==> config.mk <==
export PLATFORM = sky130hd
export DESIGN_NAME = fp_minmax_scan
export DESIGN_NICKNAME = d
export VERILOG_FILES = /design/src/rtl/fp_minmax_scan.sv
export SDC_FILE = /design/constraint.sdc
export NUM_CORES = 1
export LEC_CHECK = 0
export ABC_AREA = 0
export CORE_MARGIN = 2
export CORE_UTILIZATION = 58
export DETAILED_ROUTE_END_ITERATION = 6
export GPL_ROUTABILITY_DRIVEN = 0
export PLACE_DENSITY = 0.88
export SLEW_MARGIN = 20
export SYNTH_ARGS = -nofsm -noshare
export SYNTH_HDL_FRONTEND = slang
export SYNTH_SLANG_ARGS = --single-unit
==> constraint.sdc <==
create_clock -name clk -period 4.4 [get_ports clk]
set_input_delay 0.44 -clock clk [delete_from_list [all_inputs] [get_ports clk]]
set_output_delay 0.44 -clock clk [all_outputs]
set_load 0.02 [all_outputs]
==> src/rtl/fp_minmax_scan.sv <==
// ---------------------------------------------------------------------------
// fp_minmax_scan : streaming min/max scan over IEEE-754 single-precision
// frames, reporting largest/smallest value, their beat indices and the beat
// count. Optional macro FP_MINMAX_SIGN_AWARE_EN selects signed numeric
// ordering; otherwise ordering is by magnitude only.
// Revision: 1.0
// ---------------------------------------------------------------------------
`default_nettype none

module fp_minmax_scan #(
  parameter int CNT_W = 16
) (
  input  logic             clk,
  input  logic             rst_n,
  input  logic             in_valid,
  output logic             in_ready,
  input  logic [31:0]      in_data,
  input  logic             in_last,
  output logic             out_valid,
  input  logic             out_ready,
  output logic [31:0]      out_large,
  output logic [31:0]      out_small,
  output logic [CNT_W-1:0] out_large_idx,
  output logic [CNT_W-1:0] out_small_idx,
  output logic [CNT_W-1:0] out_count
);

  typedef enum logic [1:0] {
    S_IDLE = 2'd0,
    S_ACC  = 2'd1,
    S_DONE = 2'd2
  } state_t;

  localparam logic [CNT_W-1:0] C_CNT_MAX = '1;
  localparam logic [CNT_W-1:0] C_CNT_ONE = {{(CNT_W-1){1'b0}}, 1'b1};

  state_t           r_state;
  state_t           w_state_nxt;
  logic [31:0]      r_large;
  logic [31:0]      r_small;
  logic [CNT_W-1:0] r_large_idx;
  logic [CNT_W-1:0] r_small_idx;
  logic [CNT_W-1:0] r_count;

  logic             w_accept;
  logic [31:0]      w_key_in;
  logic [31:0]      w_key_large;
  logic [31:0]      w_key_small;
  logic             w_gt;
  logic             w_lt;

  // Map an operand to an unsigned key whose integer order is the desired
  // float order, so a single unsigned compare does the work.
  function automatic logic [31:0] f_key(input logic [31:0] x);
`ifdef FP_MINMAX_SIGN_AWARE_EN
    if (x[30:0] == 31'd0) begin
      f_key = 32'h8000_0000;
    end else if (x[31]) begin
      f_key = ~x;
    end else begin
      f_key = x | 32'h8000_0000;
    end
`else
    f_key = {1'b0, x[30:0]};
`endif
  endfunction

  assign w_key_in    = f_key(in_data);
  assign w_key_large = f_key(r_large);
  assign w_key_small = f_key(r_small);
  assign w_gt        = w_key_in > w_key_large;
  assign w_lt        = w_key_in < w_key_small;
  assign w_accept    = in_valid && in_ready;

  always_ff @(posedge clk or negedge rst_n) begin
    if (!rst_n) begin
      r_state <= S_IDLE;
    end else begin
      r_state <= w_state_nxt;
    end
  end

  always_comb begin
    w_state_nxt = r_state;
    in_ready    = 1'b0;
    out_valid   = 1'b0;
    case (r_state)
      S_IDLE: begin
        in_ready = 1'b1;
        if (in_valid) begin
          w_state_nxt = in_last ? S_DONE : S_ACC;
        end
      end
      S_ACC: begin
        in_ready = 1'b1;
        if (in_valid && in_last) begin
          w_state_nxt = S_DONE;
        end
      end
      S_DONE: begin
        out_valid = 1'b1;
        if (out_ready) begin
          w_state_nxt = S_IDLE;
        end
      end
      default: w_state_nxt = S_IDLE;
    endcase
  end

  // Results persist across IDLE so the previous frame stays observable
  // until the next frame's first beat overwrites it.
  always_ff @(posedge clk or negedge rst_n) begin
    if (!rst_n) begin
      r_large     <= 32'd0;
      r_small     <= 32'd0;
      r_large_idx <= '0;
      r_small_idx <= '0;
      r_count     <= '0;
    end else if (w_accept) begin
      if (r_state == S_IDLE) begin
        r_large     <= in_data;
        r_small     <= in_data;
        r_large_idx <= '0;
        r_small_idx <= '0;
        r_count     <= C_CNT_ONE;
      end else begin
        if (w_gt) begin
          r_large     <= in_data;
          r_large_idx <= r_count;
        end
        if (w_lt) begin
          r_small     <= in_data;
          r_small_idx <= r_count;
        end
        if (r_count != C_CNT_MAX) begin
          r_count <= r_count + C_CNT_ONE;
        end
      end
    end
  end

  assign out_large     = r_large;
  assign out_small     = r_small;
  assign out_large_idx = r_large_idx;
  assign out_small_idx = r_small_idx;
  assign out_count     = r_count;

endmodule

`default_nettype wire
Word level (Yosys, flattened, before mapping) --
Index checks and enable logic that the tools add are counted.
Cells by class: add/sub/neg operators 1, multiply operators 0, div/mod/pow operators 0, magnitude comparators 2, equal/unequal tests 6, shift-type cells 0, multiplexer cells 17, bitwise gates (word level) 0, reductions and logical operators 11
Operators by type and width (number):
- 2-to-1 mux 32 bit | 4
- 2-to-1 mux 16 bit | 6
- greater-than comparator 31 bit | 1
- < comparator 31 bit | 1
- adder 16 x 1 -> 16 bit (second input constant) | 1
- inequality test 16 bit (second input constant) | 1
- 2-to-1 mux 2 bit | 4
- inequality test 2 bit (second input constant) | 3
- case mux 2 bit (3 select lines) | 1
- AND reduction 2 bit | 3
- nonzero test 2 bit | 3
- AND reduction 3 bit | 1
- == test 2 x 1 -> 1 bit (second input constant) | 1
- == test 2 bit (second input constant) | 1
- logical AND 1 bit | 2
- logical NOT 2 bit | 1
- 2-to-1 mux 1 bit | 2
- OR reduction 2 bit | 1
Word-level totals: bits in registers 114, bits in latches 0, memory bits (writable) 0, ROM bits 0, input bits 37, output and inout bits 114, word-level logic and storage cells 43, memories 0

Logic depth before layout (Yosys ltp) --
Gate-level depths: netlist of run 1.
depth in word-level cells 5, depth in mapped cells 10, depth with buffers taken out 8

Worst setup path before layout of run 1 --
No wires, ideal clock.
path kind reg-to-reg, start point register r_large[10], in the netlist out_large[10], end point register r_large[22], in the netlist out_large[22], setup time 125 ps, data arrival time 2300 ps, setup slack 1975 ps, stages on the path, launching flop included 10, clock period less this slack 2425 ps, cells stage by stage dfrtp_1 > inv_1 > ha_1 > a21oi_1 > o21ai_0 > a221oi_1 > a21oi_2 > o21ai_2 > buf_6 > mux2_2
Between the ends: word-level cells in the longest chain between the ends 3
RTL lines:
- start, declared | RTL line 39 | logic [31:0] r_large;
- start signal, assigned | RTL line 121 | r_large <= in_data;
- start signal, assigned | RTL line 128 | r_large <= in_data;
- greater-than comparator 31 bit | RTL line 71 | assign w_gt = w_key_in > w_key_large;
- nonzero test 2 bit (no line)
- AND reduction 2 bit (no line)
No other way between the ends. A chain may end at the register's enable or synchronous reset.

Final worst setup path of run 1 --
start point input in_data[8], end point register r_large[0], in the netlist out_large[0]
Between the ends: word-level cells in the longest chain between the ends 3
RTL lines:
- start, declared | RTL line 17 | input logic [31:0] in_data,
- greater-than comparator 31 bit | RTL line 71
- nonzero test 2 bit (no line)
- AND reduction 2 bit (no line)
No other way between the ends.

==> run summary, run 1 <==
## Synth
• dfrtp_1 — library cell with the largest summed area after synthesis
• 865 — Gate Count Post-Synth
• 7950 µm² — cell area after synthesis
• 9.19 µm² — Post-Synthesis Mean Instance Area
• 114 — flip-flop and latch count after synthesis
• 100% — Synth async-reset ratio
• dfrtp_1, ha_1, o211ai_1 — leading post-synthesis cells by cell area
• dfrtp_1 — count leader, synth
• 35.9% — share of Yosys cell area claimed by the top area cell type
• 0 — count of yosys warnings during synthesis
• 53 — Synth cell types
• 0 — EDFF count, synth
• dfrtp_1, o211ai_1, nand2_1 — Commonest cells post-synth
• 35.9% — register area share after synthesis
• dfrtp_1 — leading register cell type out of synthesis
• 964 — net count after synthesis

## STA
• 0 — setup violators final
• 74.2% — period utilization
• 3270 ps — Final Critical Period
• 0 — Max Slew Vio Count
• 1130 ps — Worst Setup Slack, final
• 902 ps — Tightest Pin Transition
• 306 MHz — highest achievable clock rate
• 39.9% — remaining max-slew budget at the tightest pin
• 6.30 ps — Final Skew
• no — unrepaired setup endpoints after global routing
• 0 ps — Setup Total Neg Slack
• 0 — total count of hold-check failures in the final report

## Pwr
• 40.5% — switching share of power
• 2.48 mW — net switching power of the design
• 3.65 mW — internal power of the cells
• 6.13 mW — final total power
• 0.372 mV — worst-case vdd ir drop
• 26.0% — share of power burned in the clock network
• 46.2% — Logic pwr share
• 4.13 nW — leakage power
• 600 nW/µm² — cell area power density
• 27.8% — Sequential Power Share

## Placed design
• 9540 µm² — Placed Area
• 150 — IO Port Bufs
• 793 ps — Placement Setup Slack
• 1,129 — dpl cells
• 14,700 µm — sum of net half-perimeters after detailed placement

## Critical path
• 630 ps — stage delay of the slowest cell on the critical path
• 9 — count of cells along the worst register-to-register path
• clkdlybuf4s50_1, ha_1, a21oi_1, o21ai_0, a221oi_1, a21oi_2, o21ai_4, buf_12, mux2_2 — Critical Path, Cell by Cell
• out_large[0] — destination of the worst register-to-register timing path
• 1290 ps — worst setup slack for register-to-register paths
• primary input to register — start-to-end type of the worst setup path
• primary input — CP Launch Type
• a221oi_1 — slowest CP cell
• 19 — worst-path fanout max
• register — type of destination of the critical path
• 4700 ps — required time reported for the critical path endpoint
• 2 — CP bufs+invs
• out_large[8] — Critical R2R Launch
• 3570 ps — Arr. time, crit path
• compound AO/OA/AOI/OAI gates — CP delay by family, top

## CTS
• 60 ps — Clock transition at path regs
• 0 — cells resized by post-CTS repair
• 4 — deepest level of the CTS H-tree
• 0 — Setup Fix Bufs, Post-CTS
• 2 — buffer levels on the longest clock path
• 420 ps — Clock Latency Late Sink
• clkbuf_16 — Root Driver
• 114 — sinks on the clock net
• 0 — hold buffer count at cts
• 17 — total clock buffers created by CTS
• done — clock tree from TritonCTS

## Finish
• 28.5% — layout overhead on the synthesized area
• 1,161 — non-filler instance count after layout
• 10,200 µm² — post-layout instance area
• 898 — fill cell instance count of the final layout
• 1,071 — Net count, final
• 0 — number of antenna diodes
• 9.64% — fraction of final layout cells sized beyond drive strength 1

## Floorplan
• 42 — number of standard-cell rows in the floorplan
• 13,300 µm² — core footprint
• 121 µm — DIE HEIGHT
• 121 µm — die outline width
• 59.8% — effective utilization at floorplan
• 151 — io pins
• 14,700 µm² — Die Area

## GRT
• 38,300 µm — first-pass GRT wire length
• 68 — pin count of the biggest net entering global routing
• 33.0% — Tot GR Track Use
• 0 — number of antenna violations at the first check in global routing
• 7,470 — number of global-route vias before repair
• 0 — total congestion overflow

## Routing
• 0 — post-detailed-route DRC marker count
• 6.76 — per-cell via count in the routed design
• 850 — iteration-0 DRC count of the detailed router
• 20.6 µm — average wire length per cell after detail routing
• 0 — number of nets still failing antenna checks after routing
• 23,900 µm — sum of routed wire length over all layers
• 7,847 — routed vias
• 5 — first-pass iteration count of the detailed router

## Run status
• finished clean — run status

## Min path
• primary input to asynchronous set/reset pin — worst hold path class

## Flow run
• 0 — maximum capacitance violations

## worst register-to-register path: cells and delay by family, from the launching register on
kind | cells | cell delay [ps]
fa+ha+maj | 1 | 300
compound gates | 5 | 1610
buf+inv | 2 | 310
flops | 1 | 390
mux | 1 | 380
## how the worst max path moves through the flow
| stage | startpoint | endpoint | depth (start not counted) |
|---|---|---|---|
| global placement | in_data[4] | out_large[5] | 9 |
| detailed placement | in_data[4] | out_large[0] | 9 |
| floorplan | out_large[10] | out_large[22] | 9 |
| global route | in_data[13] | out_large[0] | 9 |
| finish | in_data[8] | out_large[0] | 9 |
| CTS | in_data[8] | out_large[0] | 9 |
## final cells by class
| class | instances | area [µm²] | area share [%] |
|---|---|---|---|
| Tap cell | 176 | 220 | 2.16 |
| Multi-Input combinational cell | 605 | 4560 | 44.7 |
| Sequential cell | 114 | 2860 | 28.0 |
| Clock buffer | 19 | 443 | 4.34 |
| Inverter | 68 | 255 | 2.50 |
| Timing Repair Buffer | 166 | 1640 | 16.1 |
| Clock inverter | 13 | 231 | 2.27 |
## cell usage in the layout (no fill, tap or decap), types with 3 or more instances in the layout
cell               n
buf_4             15
nor4_1             5
and2_1            34
a221oi_1          34
clkbuf_16         17
o311ai_1          14
dfrtp_1          113
a21oi_1           26
ha_1              62
nor2_1            15
mux2_1             4
nand4_1           28
inv_1             68
clkdlybuf4s50_1  149
nand2_1           72
xnor2_1            9
a211oi_1           3
o211ai_1          82
o21ai_0           14
nor3_1            11
a22o_1             4
bufinv_16          6
mux2_2            29
a2bb2oi_1         16
nor3b_1           32
a21o_1             8
nand3_1           41
o2111ai_1         32
## logic make-up after synthesis
family	synth area share [%]
multiplexers	4.67
XOR/XNOR	0.992
flip-flops	35.9
AO/OA/AOI/OAI	23.9
adder cells (fa/ha/maj)	9.76
AND/OR/NAND/NOR	17.3
buffers and inverters	7.48
## registers in the layout, indices dropped and copies added, names as in the netlist
name	count
out_count	16
out_large	32
out_large_idx	16
out_small	32
out_small_idx	16
r_state	2
## power groups by stage
stage | registers [mW] | logic (mW) | clock network, mW
final | 1.71 | 2.83 | 1.59
after detailed placement | 1.70 | 2.77 | 0
after floorplan | 1.95 | 1.37 | 0
after CTS | 1.69 | 2.81 | 1.60
after global placement | 1.69 | 2.70 | 0
after global routing | 1.74 | 3.05 | 1.65
## through the flow
step / utilization (%) / hold WS, ps
2_1_floorplan: - / 144
5_1_grt: 76.8 / 196
3_3_place_gp: 71.7 / 499
4_1_cts: 76.8 / 163
3_5_place_dp: 71.7 / 501
6_report: 76.8 / 141
## layer usage
| layer | vias up | routed length [µm] | GRT usage, % |
|---|---|---|---|
| met1 | 3840 | 10100 | 44.2 |
| li1 | 3509 | - | - |
| met3 | 68 | 1860 | 6.91 |
| met4 | 0 | 658 | 16.0 |
| met2 | 430 | 11300 | 50.9 |
| met5 | - | 0 | 0 |
Power figures use the tool's default switching activity.
==> run 2, diff against run 1 <==
--- a/config.mk
+++ b/config.mk
@@ -7,10 +7,10 @@
 export LEC_CHECK = 0
 export ABC_AREA = 0
 export CORE_MARGIN = 2
-export CORE_UTILIZATION = 58
+export CORE_UTILIZATION = 48
 export DETAILED_ROUTE_END_ITERATION = 6
 export GPL_ROUTABILITY_DRIVEN = 0
-export PLACE_DENSITY = 0.88
+export PLACE_DENSITY = 0.78
 export SLEW_MARGIN = 20
 export SYNTH_ARGS = -nofsm -noshare
 export SYNTH_HDL_FRONTEND = slang
==> constraint.sdc (replaced) <==
create_clock -name clk -period 2.7 [get_ports clk]
set_input_delay 0.27 -clock clk [delete_from_list [all_inputs] [get_ports clk]]
set_output_delay 0.27 -clock clk [all_outputs]
set_load 0.02 [all_outputs]
==> run summary, run 2 (synthesis results as in run 1) <==
## Run status
• finished clean — run status

## Floorplan
• 47 — number of standard-cell rows in the floorplan, +12%
• 48.4% — effective utilization at floorplan, -11 points
• 133 µm — die outline width, +9.6%
• 133 µm — DIE HEIGHT, +9.6%
• 151 — io pins, unchanged
• 17,600 µm² — Die Area, +20%
• 16,400 µm² — core footprint, +23%

## Critical path
• dfrtp_1 — slowest CP cell
• 9 — worst-path fanout max, -10
• compound AO/OA/AOI/OAI gates — CP delay by family, top
• 3010 ps — required time reported for the critical path endpoint, -1690 ps
• inv_1, ha_1, a21oi_1, a21boi_0, a211oi_1, o211ai_1, o21ai_4, clkbuf_16, mux2_2 — Critical Path, Cell by Cell
• 2 — CP bufs+invs, unchanged
• register to register — start-to-end type of the worst setup path
• 370 ps — stage delay of the slowest cell on the critical path, -260 ps
• register — CP Launch Type
• register — type of destination of the critical path
• 2920 ps — Arr. time, crit path, -650 ps

## GRT
• 7,812 — number of global-route vias before repair, +4.6%
• 64 — pin count of the biggest net entering global routing, -5.9%
• 0 — number of antenna violations at the first check in global routing, unchanged
• 0 — total congestion overflow, unchanged
• 28.1% — Tot GR Track Use, -4.9 points
• 40,000 µm — first-pass GRT wire length, +4.3%

## STA
• 0 — setup violators final, unchanged
• 0 — total count of hold-check failures in the final report, unchanged
• 57.4% — remaining max-slew budget at the tightest pin, +18 points
• 344 ps — Post-Route Hold Slack, +204 ps
• 0 ps — Setup Total Neg Slack, unchanged
• 384 MHz — highest achievable clock rate
• 637 ps — Tightest Pin Transition, -265 ps
• 2610 ps — Final Critical Period
• 7.31 ps — Final Skew, +1.00 ps
• 0 — Max Slew Vio Count, unchanged
• 96.5% — period utilization

## Routing
• 19.4 µm — average wire length per cell after detail routing, -5.6%
• 6.14 — per-cell via count in the routed design, -9.2%
• 805 — iteration-0 DRC count of the detailed router, -5.3%
• 7,820 — routed vias, -0.34%
• 5 — first-pass iteration count of the detailed router, unchanged
• 0 — number of nets still failing antenna checks after routing, unchanged
• 0 — post-detailed-route DRC marker count, unchanged
• 24,700 µm — sum of routed wire length over all layers, +3.5%

## CTS
• 4 — deepest level of the CTS H-tree, unchanged
• 17 — total clock buffers created by CTS, unchanged
• 60 ps — Clock transition at path regs, about the same
• clkbuf_16 — Root Driver
• 430 ps — Clock Latency Late Sink, about the same
• 114 — sinks on the clock net, unchanged
• done — clock tree from TritonCTS
• 2 — buffer levels on the longest clock path, unchanged

## Pwr
• 0.506 mV — worst-case vdd ir drop, +36%
• 913 nW/µm² — cell area power density, +52%
• 4.48 nW — leakage power, +8.6%
• 9.95 mW — final total power, +62%

## Placed design
• 150 — IO Port Bufs, unchanged
• 16,200 µm — sum of net half-perimeters after detailed placement, +10%
• 10,200 µm² — Placed Area, +6.9%

## Min path
• primary input to asynchronous set/reset pin — worst hold path class

## Finish
• 10,900 µm² — post-layout instance area, +6.7%
• 66.4% — post-layout util, -10 points
• 2860 µm² — Storage cell area, unchanged
• 15.8% — fraction of final layout cells sized beyond drive strength 1, +6.2 points
• 1,141 — Net count, final, +6.5%
• clkdlybuf4s50_1, dfrtp_1, o211ai_1 — commonest cells after routing, fill and taps aside
• 1,301 — fill cell instance count of the final layout, +45%
• 37.1% — layout overhead on the synthesized area
• 0 — number of antenna diodes, unchanged
• 4590 µm² — multi-input gate area in the final layout, +0.58%
• clkdlybuf4s50_1 — commonest non-fill, non-tap cell in the layout

## Flow run
• 0 — maximum capacitance violations, unchanged

## run 2: path summary, 6_finish.rpt
kind / depth (start not counted) / start / slack [ps] / endpoint
max in group asynchronous: 3 / rst_n / 1610 / out_large[4]
min in group clk: 3 / out_ready / 440 / r_state[1]
max: 9 / out_large[29] / 90 / out_large[1]
min reg2reg: 1 / out_large[31] / 500 / out_large[31]
min: 2 / rst_n / 340 / r_state[1]
max reg2reg: 9 / out_large[29] / 90 / out_large[1]
## run 2: per-layer routing
metal | GRT usage, % | routed length (µm)
met5 | 0 | 0
met4 | 12.2 | 646
met3 | 5.75 | 1510
met2 | 45.0 | 11800
met1 | 37.1 | 10800
## run 2: worst reg2reg max path, stage by stage, from the launching register on
cell	delay [ps]
dfrtp_1	370
inv_1	50
ha_1	320
a21oi_1	190
a21boi_0	150
a211oi_1	300
o211ai_1	190
o21ai_4	350
clkbuf_16	230
mux2_2	340
## run 2: area by class of cell
| type | count | share of cell area (%) |
|---|---|---|
| clock buffer | 18 | 4.03 |
| multi-input combinational | 605 | 42.1 |
| sequential | 114 | 26.2 |
| inverter | 68 | 2.34 |
| clock inverter | 13 | 1.27 |
| tap | 220 | 2.53 |
| timing repair buffer | 236 | 21.5 |
## run 2: repair_timing
item                                   CTS  global route
resized for setup                        0             5
endpoints found under the hold margin   33             0
setup endpoints to repair                0            29
hold buffers                             1             0
buffers inserted                         0             3
## run 2: metrics by stage
step	cells	worst slack, ps
after floorplan	865	275
after global placement	1237	-176
after detailed placement	1237	-213
after CTS	1269	101
after global routing	1274	-22.3
final	1274	94.8
## run 2: where the power goes
part	leakage (nW)	total [mW]	internal, mW	switching [mW]
Combinational	2.78	5.01	2.29	2.72
Sequential	1.43	2.72	2.19	0.537
Clock	0.270	2.21	1.37	0.843
==> run 3, diff against run 2 <==
--- a/config.mk
+++ b/config.mk
@@ -7,10 +7,11 @@
 export LEC_CHECK = 0
 export ABC_AREA = 0
 export CORE_MARGIN = 2
-export CORE_UTILIZATION = 48
+export CORE_UTILIZATION = 49
+export CTS_BUF_LIST = sky130_fd_sc_hd__clkbuf_4 sky130_fd_sc_hd__clkbuf_8
 export DETAILED_ROUTE_END_ITERATION = 6
 export GPL_ROUTABILITY_DRIVEN = 0
-export PLACE_DENSITY = 0.78
+export PLACE_DENSITY_LB_ADDON = 0.08
 export SLEW_MARGIN = 20
 export SYNTH_ARGS = -nofsm -noshare
 export SYNTH_HDL_FRONTEND = slang
==> run summary, run 3 (synthesis results as in run 1) <==
## Critical path
• 8 — worst-path fanout max, -1
• register — CP Launch Type
• 2980 ps — Arr. time, crit path, +60 ps
• register — type of destination of the critical path
• register to register — start-to-end type of the worst setup path
• 3030 ps — required time reported for the critical path endpoint, +20 ps

## CTS
• 114 — sinks on the clock net, unchanged
• 17 — total clock buffers created by CTS, unchanged
• 4 — deepest level of the CTS H-tree, unchanged
• 2 — buffer levels on the longest clock path, unchanged
• 460 ps — Clock Latency Late Sink, +30 ps
• clkbuf_8 — Root Driver
• 70 ps — Clock transition at path regs, about the same
• done — clock tree from TritonCTS

## Routing
• 26,200 µm — sum of routed wire length over all layers, +5.8%
• 8,136 — routed vias, +4.0%
• 795 — iteration-0 DRC count of the detailed router, -1.2%
• 0 — post-detailed-route DRC marker count, unchanged
• 0 — number of nets still failing antenna checks after routing, unchanged
• 6.25 — per-cell via count in the routed design, +1.8%
• 20.1 µm — average wire length per cell after detail routing, +3.5%
• 5 — first-pass iteration count of the detailed router, unchanged

## Pwr
• 19.1% — share of power burned in the clock network, -3.2 points
• 4.58 nW — leakage power, +2.3%
• 27.2% — Sequential Power Share, -0.2 points
• 5.69 mW — internal power of the cells, -2.8%
• 53.7% — Logic pwr share, +3.4 points
• 0.523 mV — worst-case vdd ir drop, +3.4%
• 41.7% — switching share of power, +0.55 points
• 4.07 mW — net switching power of the design, -0.52%
• 883 nW/µm² — cell area power density, -3.3%

## Finish
• clkdlybuf4s50_1, dfrtp_1, buf_4 — commonest cells after routing, fill and taps aside
• 69.6% — post-layout util, +3.2 points
• 39.2% — layout overhead on the synthesized area
• 0 — number of antenna diodes, unchanged
• 19.3% — fraction of final layout cells sized beyond drive strength 1, +3.5 points
• 1,173 — Net count, final, +2.8%
• clkdlybuf4s50_1 — commonest non-fill, non-tap cell in the layout

## STA
• 397 ps — Post-Route Hold Slack, +53.1 ps
• 14.5 ps — Final Skew, +7.19 ps
• 2650 ps — Final Critical Period, +44.4 ps
• 377 MHz — highest achievable clock rate, -1.7%
• 0 — setup violators final, unchanged
• 0 ps — Setup Total Neg Slack, unchanged
• 0 — Max Slew Vio Count, unchanged
• 775 ps — Tightest Pin Transition, +138 ps
• 98.1% — period utilization, +1.6 points
• yes — unrepaired setup endpoints after global routing
• 0 — total count of hold-check failures in the final report, unchanged
• 48.3% — remaining max-slew budget at the tightest pin, -9.0 points

## Floorplan
• 17,300 µm² — Die Area, -2.0%
• 131 µm — die outline width, -0.99%
• 46 — number of standard-cell rows in the floorplan, -2.1%
• 131 µm — DIE HEIGHT, -0.99%
• 15,900 µm² — core footprint, -3.2%
• 151 — io pins, unchanged
• 50.0% — effective utilization at floorplan, +1.6 points

## GRT
• 0 — number of antenna violations at the first check in global routing, unchanged
• 8,310 — number of global-route vias before repair, +6.4%
• 101 — pin count of the biggest net entering global routing, +58%
• 0 — total congestion overflow, unchanged
• 42,500 µm — first-pass GRT wire length, +6.4%
• 30.2% — Tot GR Track Use, +2.1 points

## Min path
• primary input to asynchronous set/reset pin — worst hold path class

## Run status
• finished clean — run status

## Flow run
• 0 — maximum capacitance violations, unchanged

## Placed design
• 150 — IO Port Bufs, unchanged
• 17,000 µm — sum of net half-perimeters after detailed placement, +5.2%

==> run 3: changes by cell type in the layout (fill, tap and decap cells not counted), sizes merged <==
cell | before | now
clkinv | 6 | 2
clkbuf | 20 | 23
a211oi | 4 | 5
clkinvlp | 5 | 3
buf | 84 | 116
bufinv | 2 | 4
==> run 3: worst paths after layout <==
check                      slack [ps]           from          endpoint  depth (start not counted)
min in group clk                  400      out_ready        r_state[1]                          3
min reg2reg                       510  out_large[31]     out_large[31]                          1
max in group asynchronous        1440          rst_n  out_large_idx[6]                          3
max reg2reg                        50  out_large[12]     out_large[24]                         11
min                               400          rst_n     out_large[18]                          2
max                                50  out_large[12]     out_large[24]                         11
==> run 3: per-layer routing <==
metal	up-vias	track usage (%)	share of wire (%)
met2	389	48.6	47
li1	3700	-	-
met4	0	13.0	2.8
met5	-	0	0
met3	63	6.21	7.7
met1	3984	39.5	42
==> run 3: final cells by class <==
| class | instances | area [µm²] |
|---|---|---|
| Clock buffer | 22 | 297 |
| Clock inverter | 9 | 153 |
| Fill cell | 1247 | 4820 |
| Inverter | 68 | 255 |
| Multi-Input combinational cell | 606 | 4690 |
| Sequential cell | 114 | 2860 |
| Tap cell | 216 | 270 |
| Timing Repair Buffer | 267 | 2540 |
==> run 3: metrics by stage <==
stage          cell area, µm²  power [mW]  std cells  worst slack [ps]
3_5_place_dp            10400        7.70       1262              -510
4_1_cts                 10900        9.64       1296              12.2
2_1_floorplan            7950        5.40        865               275
6_report                11100        9.76       1302              50.4
3_3_place_gp            10400        7.52       1262              -379
5_1_grt                 11100        10.3       1302             -27.7
==> run 3: worst max-delay path: stages (launching register included) <==
cell	delay, ps
dfrtp_1	370
inv_1	80
ha_4	270
nand4_1	130
buf_4	180
nor4_4	370
buf_6	160
and2_4	140
a21oi_2	70
o21ai_4	160
clkbuf_16	250
mux2_2	340
==> run 3: power groups by stage <==
stage | Combinational, mW | Sequential, mW | Clock [mW]
2_1_floorplan | 2.23 | 3.17 | 0
3_3_place_gp | 4.88 | 2.64 | 0
3_5_place_dp | 5.03 | 2.67 | 0
4_1_cts | 5.12 | 2.64 | 1.88
5_1_grt | 5.65 | 2.73 | 1.94
6_report | 5.24 | 2.66 | 1.86
==> run 3: what timing repair did <==
item,4_1_cts,5_1_grt
buffers inserted,0,5
resized for setup,6,16
hold buffers,1,0
pin swaps,2,6
cloned,2,1
hold endpoints to repair,47,0
setup endpoints to repair,48,47
